==> src/rtl/g3f_cmd_pkg.sv <==
// Shared command-interface definitions for the g3f receiver and the core's command decoder.
package g3f_cmd_pkg;
  localparam int CMD_BYTES_DEF  = 3;
  localparam int CMD_W          = 8 * CMD_BYTES_DEF;
  localparam int FIFO_DEPTH_DEF = 4;
  localparam int TIMEOUT_DEF    = 255;

  typedef logic [CMD_W-1:0] cmd_t;
endpackage

==> src/rtl/g3f_sync_edge.sv <==
// Two-flop synchronizer for an asynchronous host line, followed by a rising-edge pulse.
module g3f_sync_edge (
  input  logic clk,
  input  logic rst,
  input  logic i_async,
  output logic o_pulse
);
  logic r_s1, r_s2, r_hist;

  always_ff @(posedge clk) begin
    if (rst) begin
      r_s1   <= 1'b0;
      r_s2   <= 1'b0;
      r_hist <= 1'b0;
    end else begin
      r_s1   <= i_async;
      r_s2   <= r_s1;
      r_hist <= r_s2;
    end
  end

  assign o_pulse = r_s2 & ~r_hist;
endmodule

==> src/rtl/g3f_cmd_rx.sv <==
// Host command receiver: byte assembler with idle timeout, command FIFO and sticky error flags.
module g3f_cmd_rx
  import g3f_cmd_pkg::*;
#(
  parameter int CMD_BYTES  = CMD_BYTES_DEF,
  parameter int FIFO_DEPTH = FIFO_DEPTH_DEF,
  parameter int TIMEOUT    = TIMEOUT_DEF
) (
  input  logic                   clk,
  input  logic                   rst,
  input  logic                   ena,
  input  logic [7:0]             ui_in,
  input  logic                   strb_in,
  input  logic                   abort_in,
  output logic                   cmd_valid,
  input  logic                   cmd_ready,
  output logic [8*CMD_BYTES-1:0] cmd_data,
  output logic                   busy,
  output logic                   overflow,
  output logic                   frame_err
);
  localparam int W   = 8 * CMD_BYTES;
  localparam int BCW = (CMD_BYTES > 1) ? $clog2(CMD_BYTES) : 1;
  localparam int PW  = (FIFO_DEPTH > 1) ? $clog2(FIFO_DEPTH) : 1;
  localparam logic [BCW-1:0] LAST_IDX = BCW'(CMD_BYTES - 1);
  localparam logic [PW:0]    FULL_CNT = (PW + 1)'(FIFO_DEPTH);
  localparam logic [15:0]    TO_LAST  = 16'(TIMEOUT - 1);

  logic [W-1:0]   r_mem [FIFO_DEPTH];
  logic [PW-1:0]  r_rd_ptr, r_wr_ptr;
  logic [PW:0]    r_count;
  logic [W-1:0]   r_asm;
  logic [BCW-1:0] r_byte_cnt;
  logic [15:0]    r_to_cnt;
  logic           r_busy, r_overflow, r_frame_err;

  logic           w_strb_edge, w_abort_edge;
  logic           w_pop, w_timeout, w_cap, w_last, w_push, w_drop;
  logic [BCW-1:0] w_byte_cnt_nxt;
  logic [W-1:0]   w_cmd;

  g3f_sync_edge u_strb (.clk(clk), .rst(rst), .i_async(strb_in),  .o_pulse(w_strb_edge));
  g3f_sync_edge u_abort(.clk(clk), .rst(rst), .i_async(abort_in), .o_pulse(w_abort_edge));

  // Priority: abort over timeout over capture; a losing strobe edge is simply dropped.
  always_comb begin
    w_pop     = (r_count != '0) && cmd_ready;
    w_timeout = (r_byte_cnt != '0) && (r_to_cnt == TO_LAST);
    w_cap     = w_strb_edge && ena && !w_abort_edge && !w_timeout;
    w_last    = w_cap && (r_byte_cnt == LAST_IDX);
    w_push    = w_last && ((r_count != FULL_CNT) || w_pop);
    w_drop    = w_last && !w_push;

    w_cmd = r_asm;
    for (int i = 0; i < CMD_BYTES; i++) begin
      if (r_byte_cnt == BCW'(i)) w_cmd[8*(CMD_BYTES-1-i) +: 8] = ui_in;
    end

    w_byte_cnt_nxt = r_byte_cnt;
    if (w_abort_edge || w_timeout || w_last) w_byte_cnt_nxt = '0;
    else if (w_cap)                          w_byte_cnt_nxt = r_byte_cnt + 1'b1;
  end

  always_ff @(posedge clk) begin
    if (rst) begin
      for (int i = 0; i < FIFO_DEPTH; i++) r_mem[i] <= '0;
      r_rd_ptr    <= '0;
      r_wr_ptr    <= '0;
      r_count     <= '0;
      r_asm       <= '0;
      r_byte_cnt  <= '0;
      r_to_cnt    <= '0;
      r_busy      <= 1'b0;
      r_overflow  <= 1'b0;
      r_frame_err <= 1'b0;
    end else begin
      r_byte_cnt <= w_byte_cnt_nxt;
      r_busy     <= (w_byte_cnt_nxt != '0);

      if (w_abort_edge) begin
        r_to_cnt    <= '0;
        r_overflow  <= 1'b0;
        r_frame_err <= 1'b0;
      end else if (w_timeout) begin
        r_to_cnt    <= '0;
        r_frame_err <= 1'b1;
      end else if (w_cap) begin
        r_asm    <= w_cmd;
        r_to_cnt <= '0;
        if (w_drop) r_overflow <= 1'b1;
      end else if (r_byte_cnt != '0) begin
        r_to_cnt <= r_to_cnt + 16'd1;
      end

      if (w_push) begin
        r_mem[r_wr_ptr] <= w_cmd;
        r_wr_ptr        <= r_wr_ptr + 1'b1;
      end
      if (w_pop) r_rd_ptr <= r_rd_ptr + 1'b1;

      case ({w_push, w_pop})
        2'b10:   r_count <= r_count + 1'b1;
        2'b01:   r_count <= r_count - 1'b1;
        default: r_count <= r_count;
      endcase
    end
  end

  assign cmd_valid = (r_count != '0);
  assign cmd_data  = r_mem[r_rd_ptr];
  assign busy      = r_busy;
  assign overflow  = r_overflow;
  assign frame_err = r_frame_err;
endmodule

==> config.mk <==
export PLATFORM = sky130hd
export DESIGN_NAME = g3f_cmd_rx
export DESIGN_NICKNAME = d
export VERILOG_FILES = /design/src/rtl/g3f_cmd_pkg.sv /design/src/rtl/g3f_sync_edge.sv /design/src/rtl/g3f_cmd_rx.sv
export SDC_FILE = /design/constraint.sdc
export NUM_CORES = 1
export LEC_CHECK = 0
export BUFFER_PORTS_ARGS = -buffer_cell sky130_fd_sc_hd__buf_2
export CORE_MARGIN = 8
export CORE_UTILIZATION = 35
export DETAILED_ROUTE_END_ITERATION = 8
export PLACE_DENSITY = 0.57
export SETUP_SLACK_MARGIN = 0.4
export SLEW_MARGIN = 20
export SYNTH_ARGS = -nofsm -noshare
export SYNTH_HDL_FRONTEND = slang
export SYNTH_HIERARCHICAL = 1
export SYNTH_SLANG_ARGS = --single-unit
export TNS_END_PERCENT = 10
==> constraint.sdc <==
create_clock -name clk -period 5.62 [get_ports clk]
set_input_delay 1.124 -clock clk [delete_from_list [all_inputs] [get_ports clk]]
set_output_delay 1.124 -clock clk [all_outputs]
set_load 0.05 [all_outputs]
## Word-level counts from Yosys, hierarchy flattened

Memories as Yosys holds them, arrays and structs flattened. A register that Yosys moved wholly into a read port is not among the register bits.
Cells that the tools add are included.

| word-level totals | value |
|---|---|
| register bits after elaboration | 58 |
| latch bits | 0 |
| RAM bits | 96 |
| memory bits (read-only) | 0 |
| input bits | 14 |
| output and inout port bits | 28 |
| word-level logic and storage cells | 74 |
| memories | 1 |

Memories:

| name | words | bits a word | read ports | clocked after memory_dff | wr ports | RTL line | RTL |
|---|---|---|---|---|---|---|---|
| r_mem | 4 | 24 | 1 | 1 | 4 | g3f_cmd_rx.sv:29 | `logic [W-1:0] r_mem [FIFO_DEPTH];` |

| cells by class | value |
|---|---|
| add/subtract/negate cells | 6 |
| multiply operators | 0 |
| divide/modulo/power cells | 0 |
| order comparisons | 0 |
| eq/ne operators | 6 |
| shift-type cells | 0 |
| muxes and demuxes | 16 |
| bitwise gates (word level) | 6 |
| reductions and logical operators | 24 |

Operators by type and width:

| kind | count |
|---|---|
| $mux W24 | 1 |
| $mux W8 | 3 |
| $reduce_or A24 Y1 | 1 |
| $add A16 B1 Y16 const B | 1 |
| $eq A16 B8 Y1 const B | 1 |
| $mux W2 | 5 |
| $logic_and A1 B1 Y1 | 8 |
| $add A2 B1 Y2 const B | 3 |
| $mux W1 | 6 |
| $pmux W3 S2 | 1 |
| $reduce_and A3 Y1 | 2 |
| $reduce_bool A2 Y1 | 3 |
| $eq A2 B1 Y1 const B | 2 |
| $eq A2 B2 Y1 const B | 2 |
| $not A1 Y1 | 4 |
| $reduce_or A4 Y1 | 1 |
| $add A3 B1 Y3 const B | 1 |
| $logic_not A1 Y1 | 3 |
| $logic_or A1 B1 Y1 | 3 |
| $ne A3 B3 Y1 const B | 1 |
| $reduce_bool A3 Y1 | 1 |
| $sub A3 B1 Y3 const B | 1 |
| $and A1 B1 Y1 | 2 |
| $logic_not A2 Y1 | 1 |
| $reduce_or A2 Y1 | 1 |

## Depth between registers and ports, before layout

Gate-level depths: netlist of run 1.

| logic depth | value |
|---|---|
| word-level depth | 12 |
| mapped depth | 15 |

## Modules after synthesis

The synthesis of run 1 kept the hierarchy.

Modules (own cells, without submodules):

| module | instances | cells each | area each (µm²) |
|---|---|---|---|
| g3f_cmd_rx | 1 | 531 | 6407.4 |
| g3f_sync_edge | 2 | 7 | 87.6 |

## Worst setup path after synthesis of run 1

OpenSTA, ideal clock, no wires.

| path | value |
|---|---|
| path type | input-to-reg |
| start point | input port cmd_ready |
| end point | register r_count[2] |
| arrival time | 3.042 ns |
| slack | 2.508 ns |
| stages | 11 |
| path through | nor4b_2 -> nor3_2 -> and2_1 -> buf_6 -> inv_1 -> ha_1 -> inv_1 -> fa_1 -> xor2_1 -> or3_1 -> a21oi_1 |

| between the ends | value |
|---|---|
| cells in the longest elaborated chain, start to end | 5 |
| elaborated cells on any way between the ends | 7 |

Ends and longest elaborated chain:

| item | RTL line | RTL |
|---|---|---|
| start, declared | g3f_cmd_rx.sv:16 | `input logic cmd_ready,` |
| $logic_and A1 B1 Y1 (*) | g3f_cmd_rx.sv:47 | `w_pop = (r_count != '0) && cmd_ready;` |
| $logic_or A1 B1 Y1 | g3f_cmd_rx.sv:51 | `w_push = w_last && ((r_count != FULL_CNT) \|\| w_pop);` |
| $logic_and A1 B1 Y1 | g3f_cmd_rx.sv:51 |  |
| $eq A2 B1 Y1 / $eq A2 B2 Y1 (equally long branches) | g3f_cmd_rx.sv:101 | `case ({w_push, w_pop})` |
| $pmux W3 S2 / $reduce_bool A2 Y1 (equally long branches) | - |  |
| end signal, assigned | g3f_cmd_rx.sv:102 | `2'b10: r_count <= r_count + 1'b1;` |
| end signal, assigned | g3f_cmd_rx.sv:103 | `2'b01: r_count <= r_count - 1'b1;` |
| end signal, assigned | g3f_cmd_rx.sv:104 | `default: r_count <= r_count;` |
| end, declared | g3f_cmd_rx.sv:31 | `logic [PW:0] r_count;` |

Mark *: on every way between the ends. The rest lies on a longest branch, timed or not.
A chain may end at the register's enable or synchronous reset.

## Worst setup path after layout of run 1

| path | value |
|---|---|
| start point | register r_byte_cnt[0] |
| end point | register r_count[2] |

| between the ends | value |
|---|---|
| cells in the longest elaborated chain, start to end | 8 |
| elaborated cells on any way between the ends | 11 |

Ends and longest elaborated chain:

| item | RTL line | RTL |
|---|---|---|
| start, declared | g3f_cmd_rx.sv:33 | `logic [BCW-1:0] r_byte_cnt;` |
| start signal, assigned | g3f_cmd_rx.sv:77 | `r_byte_cnt <= w_byte_cnt_nxt;` |
| $reduce_bool A2 Y1 | g3f_cmd_rx.sv:48 | `w_timeout = (r_byte_cnt != '0) && (r_to_cnt == TO_LAST);` |
| $logic_and A1 B1 Y1 | g3f_cmd_rx.sv:48 |  |
| $logic_not A1 Y1 | g3f_cmd_rx.sv:49 | `w_cap = w_strb_edge && ena && !w_abort_edge && !w_timeout;` |
| $logic_and A1 B1 Y1 | g3f_cmd_rx.sv:49 |  |
| $logic_and A1 B1 Y1 (*) | g3f_cmd_rx.sv:50 | `w_last = w_cap && (r_byte_cnt == LAST_IDX);` |
| $logic_and A1 B1 Y1 (*) | g3f_cmd_rx.sv:51 |  |
| $eq A2 B1 Y1 / $eq A2 B2 Y1 (equally long branches) | g3f_cmd_rx.sv:101 |  |
| $pmux W3 S2 / $reduce_bool A2 Y1 (equally long branches) | - |  |

Marked as above.

==> results of run 1 <==
-- through the flow --
step	setup slack, ps	total power, mW	utilization
floorplan	2510	1.28	-
global placement	1740	1.32	0.374
detailed placement	1740	1.32	0.374
CTS	2040	2.45	0.406
global route	1910	2.51	0.406
finish	2080	2.42	0.406
-- area by class of cell --
class,instances,area [µm²],share of cell area
Clock buffer,20,437,0.0578
Multi-Input combinational cell,360,2480,0.329
Sequential cell,148,3930,0.520
Clock inverter,12,155,0.0205
Inverter,10,37.5,0.00497
Tap cell,234,293,0.0388
Timing Repair Buffer,43,220,0.0292
-- kinds of logic after synthesis --
group	Yosys count	synth area share
AO/OA/AOI/OAI	33	0.0333
XOR/XNOR	16	0.0213
adder cells (fa/ha/maj)	7	0.0144
buffers and inverters	37	0.0270
flip-flops	148	0.596
multiplexers	48	0.122
AND/OR/NAND/NOR	256	0.186
-- worst max-delay path, delay by kind of cell (launching register included) --
kind                     cells  cell delay [ps]
AO/OA/AOI/OAI                1              160
XOR/XNOR                     1              170
adder cells (fa/ha/maj)      3             1000
buffers and inverters        3              260
flip-flops                   1              400
AND/OR/NAND/NOR              4             1460
-- registers in the layout, summed over array words and instances (netlist names), named ones only --
register and flops:
busy 1, frame_err 1, overflow 1, r_asm 16, r_byte_cnt 2, r_count 3
r_mem 96, r_rd_ptr 2, r_to_cnt 16, r_wr_ptr 2, u_abort/r_hist 1, u_abort/r_s1 1
u_abort/r_s2 1, u_strb/r_hist 1, u_strb/r_s1 1, u_strb/r_s2 1
-- worst paths after layout --
check	end	slack [ps]	depth (start not counted)
max reg2reg	r_count[2]	2080	12
min reg2reg	u_abort/r_s2	450	1
max	r_count[2]	2080	12
min	u_abort/r_s2	450	1
-- power by group through the flow --
| stage | clock, mW | sequential [mW] | combinational, mW |
|---|---|---|---|
| 3_3_place_gp | 0 | 1.21 | 0.104 |
| 2_1_floorplan | 0 | 1.21 | 0.0711 |
| 5_1_grt | 1.20 | 1.19 | 0.111 |
| 4_1_cts | 1.15 | 1.19 | 0.105 |
| 3_5_place_dp | 0 | 1.21 | 0.105 |
| 6_report | 1.13 | 1.19 | 0.103 |
-- synth_stat cells, types with 8 or more instances --
library cell | n | area, µm²
clkbuf_1 | 13 | 48.8
nand2b_1 | 18 | 113
nand3_1 | 14 | 70.1
a21oi_1 | 16 | 80.1
mux4_2 | 24 | 541
mux2_2 | 16 | 180
inv_1 | 10 | 37.5
mux2i_1 | 8 | 80.1
nor2_1 | 124 | 465
dfxtp_1 | 52 | 1040
nor2b_1 | 9 | 56.3
nand2_1 | 53 | 199
edfxtp_1 | 96 | 2880
xor2_1 | 10 | 87.6
-- layer usage --
metal	wire, µm	vias up	global-route usage	share of wire
li1	-	1988	-	-
met1	6540	2067	0.154	0.45
met2	7360	79	0.221	0.50
met3	464	13	0.0319	0.032
met4	267	0	0.0462	0.018
met5	0	-	0	0
==> flow_metrics.env, run 1 <==
export IMPL_status="finished clean"
export IMPL_switching_share=0.213
export IMPL_pin_count=42
export IMPL_final_max_slew_violation_count=0
export IMPL_critPathArrivalTime_ps=3870
export IMPL_p_leak_nw=2.59
export IMPL_syn2layout_area_growth_pct=14.7
export IMPL_fin_crit_ps=3540
export IMPL_layout_commonest_cell="nor2_1"
export IMPL_n_antenna_cell=0
export IMPL_grt_first_pass_wirelength_um=23400
export IMPL_synthCells=545
export IMPL_die_w_um=153
export IMPL_ctsLongestPathBuffers=2
export IMPL_fin_area_um2=7550
export IMPL_seq_power_share=0.491
export IMPL_routed_via_count=4147
export IMPL_dieHeight_um=153
export IMPL_syn_mean_instance_area_um2=12.1
export IMPL_r2r_start="r_byte_cnt[0]"
export IMPL_grt_use_total=0.129
export IMPL_path_common_cell="inv_1"
export IMPL_slowest_stage="and4b_1"
export IMPL_setup_viol=0
export IMPL_grt_max_degree=48
export IMPL_ctsHtreeMaxLevel=4
export IMPL_internal_power_mw=1.91
export IMPL_start_util=0.354
export IMPL_ys_ff_latch=148
export IMPL_synthesis_nets=566
export IMPL_synth_seq_area_share=0.596
export IMPL_finalNonFillerCells=827
export IMPL_max_stage_delay_ps=620
export IMPL_power_switching_mw=0.515
export IMPL_cp_start_kind="flop"
export IMPL_routed_via_density=5.01
export IMPL_final_nets=601
export IMPL_rows=50
export IMPL_placed_area_um2=6960
export IMPL_mostFrequentLayoutCells="nor2_1, edfxtp_1, nand2_1"
export IMPL_required_ps=5950
export IMPL_end_kind="flop"
export IMPL_ys_flop_type="edfxtp_1"
export IMPL_wl_per_cell_um=17.7
export IMPL_path_max_fanout=17
export IMPL_first_pass_iters=4
export IMPL_hold_viol_final=0
export IMPL_cts_buffers=17
export IMPL_fin_crit_sh=0.630
export IMPL_design_die_area_um2=23500
export IMPL_port_buffers=41
export IMPL_drc_errors=0
export IMPL_p_per_area_nw_per_um2=321
export IMPL_totalWireLength_um=14600
export IMPL_async_flop_share=0
export IMPL_postCtsSetupBuffers=0
export IMPL_synth_cell_types=50
export IMPL_crit_type="flop to flop"
export IMPL_p_clk_frac=0.467
export IMPL_synth_edf_count=96
export IMPL_fp_coreArea_um2=18600
export IMPL_cp_startpoint="r_byte_cnt[0]"
export IMPL_drive_gt1_frac=0.219
export IMPL_grt_pass1_vias=4375
export IMPL_rsz0062_at_grt="no"
export IMPL_place_congestion=0.793
export IMPL_hp_class="flop to flop"
export IMPL_whs_ps=448
export IMPL_n_fill_cell=1749
export IMPL_cts_tree="done"
export IMPL_worst_hold_startpoint="u_abort/r_s1"
export IMPL_post_cts_resized=0
export IMPL_pwr_share_comb=0.043
export IMPL_vdd_ir_drop_max_mv=0.221
export IMPL_clock_sinks=148
export IMPL_final_setup_tns_ps=0
export IMPL_dr_first_iter_drc_count=299
export IMPL_clock_fmax_mhz=282
export IMPL_yosysWarnings=6
export IMPL_netlist_area_um2=6580
export IMPL_clk_latency_ps=420
export IMPL_dp_cells=795
export IMPL_grt_overflow=0
export IMPL_cap_viol_max_count=0
export IMPL_antenna_found_initial=0
export IMPL_dp_hpwl_um=9660
export IMPL_worst_pin_slew_ps=947
export IMPL_critical_path_cell_chain="inv_1 -> ha_1 -> and4b_1 -> nand4_4 -> and2_1 -> inv_1 -> ha_1 -> inv_1 -> fa_1 -> xor2_1 -> or3_1 -> a21oi_1"
export IMPL_hold_buffers=0
export IMPL_cts_root_buf="clkbuf_16"
export IMPL_skew_ps=10.7
export IMPL_final_antenna_net_count=0
export IMPL_clk_pin_slew_worst_paths_ps=60
export IMPL_relSlewSlack=0.369
Power figures use the tool's default switching activity.
==> inputs of run 2 (changes only) <==
==> constraint.sdc (replaced) <==
create_clock -name clk -period 3.33 [get_ports clk]
set_input_delay 0.666 -clock clk [delete_from_list [all_inputs] [get_ports clk]]
set_output_delay 0.666 -clock clk [all_outputs]
set_load 0.05 [all_outputs]
==> run 2 against run 1 <==
Effect of this change:
- largest cell class unchanged
- first-iteration DRC count rose by 22%
- power rose by 63%
- clock power is 57% higher
- utilization up 0.50 points
- via count grew 1.6%
- critical endpoint is now cmd_data[18]
- critical path depth down 9
- final cell count up 1.8%
- register-to-register slack got worse by 1500 ps
- worst setup slack got worse by 1500 ps
- clock skew decreased by 3.6 ps
==> flow_metrics.env, run 2 (synthesized netlist as in run 1, its figures left out) <==
export IMPL_hp_class="flop to flop"
export IMPL_min_path_cells=1
export IMPL_cts_root_buf="clkbuf_16"
export IMPL_worst_hold_startpoint="u_strb/r_s1"
export IMPL_design_die_area_um2=23500
export IMPL_clk_pin_slew_worst_paths_ps=60
export IMPL_mostFrequentLayoutCells="nor2_1, edfxtp_1, nand2_1"
export IMPL_die_w_um=153
export IMPL_antenna_found_initial=0
export IMPL_clk_latency_ps=420
export IMPL_cap_viol_max_count=0
export IMPL_critPathBufInv=2
export IMPL_register_area_um2=3930
export IMPL_cp_start_kind="flop"
export IMPL_grt_pass1_vias=4438
export IMPL_path_max_fanout=13
export IMPL_dp_cells=807
export IMPL_fp_coreArea_um2=18600
export IMPL_r2r_end="r_count[2]"
export IMPL_final_max_slew_violation_count=0
export IMPL_p_per_area_nw_per_um2=518
export IMPL_layout_commonest_cell="nor2_1"
export IMPL_drive_gt1_frac=0.234
export IMPL_drc_errors=0
export IMPL_start_util=0.354
export IMPL_skew_ps=7.11
export IMPL_cts_buffers=17
export IMPL_routed_via_count=4215
export IMPL_final_setup_tns_ps=0
export IMPL_status="finished clean"
export IMPL_grt_max_degree=48
export IMPL_clock_sinks=148
export IMPL_ctsHtreeMaxLevel=4
export IMPL_final_nets=616
export IMPL_ctsLongestPathBuffers=2
export IMPL_setup_viol=0
export IMPL_relSlewSlack=0.485
export IMPL_r2r_cells=12
export IMPL_pin_count=42
export IMPL_crit_type="flop to primary output"
export IMPL_dp_hpwl_um=9860
export IMPL_slowest_stage="dfxtp_2"
export IMPL_grt_first_pass_wirelength_um=24100
export IMPL_fin_crit_ps=2760
export IMPL_grt_overflow=0
export IMPL_finalNonFillerCells=842
export IMPL_end_kind="primary output"
export IMPL_critPathTopFamily="flip-flops"
export IMPL_critical_path_cell_chain="buf_12 -> mux4_2 -> buf_2"
export IMPL_reg2reg_slack_ps=630
export IMPL_place_congestion=0.795
export IMPL_n_antenna_cell=0
export IMPL_min_to="u_strb/r_s2"
export IMPL_hold_buffers=0
export IMPL_top_register="r_mem"
export IMPL_path_depth=3
export IMPL_wl_per_cell_um=17.9
export IMPL_p_leak_nw=2.67
export IMPL_vdd_ir_drop_max_mv=0.346
export IMPL_clock_fmax_mhz=363
export IMPL_critPathArrivalTime_ps=2090
export IMPL_largest_reg_flops=96
export IMPL_post_route_util=0.412
export IMPL_syn2layout_area_growth_pct=16.2
export IMPL_first_pass_iters=6
export IMPL_routed_via_density=5.01
export IMPL_top_regs="r_mem: 96 flops, r_asm: 16 flops, r_to_cnt: 16 flops"
export IMPL_cts_tree="done"
export IMPL_hold_viol_final=0
export IMPL_rsz0062_at_grt="no"
export IMPL_dieHeight_um=153
export IMPL_port_buffers=41
export IMPL_final_antenna_net_count=0
export IMPL_n_fill_cell=1718
export IMPL_r2r_start="r_byte_cnt[0]"
export IMPL_multi_input_area_um2=2480
export IMPL_required_ps=2660
export IMPL_grt_use_total=0.133
export IMPL_dr_first_iter_drc_count=366
export IMPL_max_stage_delay_ps=650
export IMPL_worst_pin_slew_ps=773
export IMPL_rows=50
export IMPL_totalWireLength_um=15100
export IMPL_fin_crit_sh=0.828
run 2: power breakdown:
| part | internal [mW] | switching [mW] |
|---|---|---|
| Combinational | 0.0560 | 0.129 |
| Sequential | 1.99 | 0.0133 |
| Clock | 1.07 | 0.693 |
run 2: how the worst max path moves through the flow:
stage | start | end | slack [ps]
final | flop | cmd_data[18] | 570
after global routing | flop | cmd_data[18] | 430
after CTS | r_byte_cnt[0] | r_count[2] | 480
after detailed placement | r_byte_cnt[0] | r_count[2] | 510
after global placement | cmd_ready | r_count[2] | 610
after floorplan | r_byte_cnt[0] | r_count[2] | 450
run 2: final cells by class:
| cell class | instances | share of cell area |
|---|---|---|
| clock buffer | 28 | 0.0691 |
| clock inverter | 4 | 0.00278 |
| inverter | 10 | 0.00491 |
| multi-input combinational | 360 | 0.324 |
| sequential | 148 | 0.514 |
| tap | 234 | 0.0383 |
| timing repair buffer | 58 | 0.0468 |
run 2: routing by layer:
metal  share of wire  up-vias  wire (µm)  GRT usage
li1                -     2022          -          -
met1            0.44     2096       6580      0.161
met2            0.51       88       7630      0.226
met3           0.049        9        741     0.0338
met4          0.0087        0        132     0.0457
met5               0        -          0          0
run 2: through the flow:
step | hold slack (ps) | power (mW) | worst slack (ps) | instance area [µm²]
after floorplan | 414 | 2.16 | 454 | 6580
final | 433 | 3.96 | 573 | 7650
after global routing | 458 | 4.09 | 430 | 7650
after detailed placement | 429 | 2.23 | 508 | 7070
after CTS | 435 | 3.99 | 483 | 7620
after global placement | 428 | 2.23 | 608 | 7070
run 2: timing repair:
item | in CTS | in global routing
buffers inserted | 0 | 3
hold endpoints to repair | 0 | 0
resized for setup | 0 | 2
setup endpoints to repair | 0 | 1
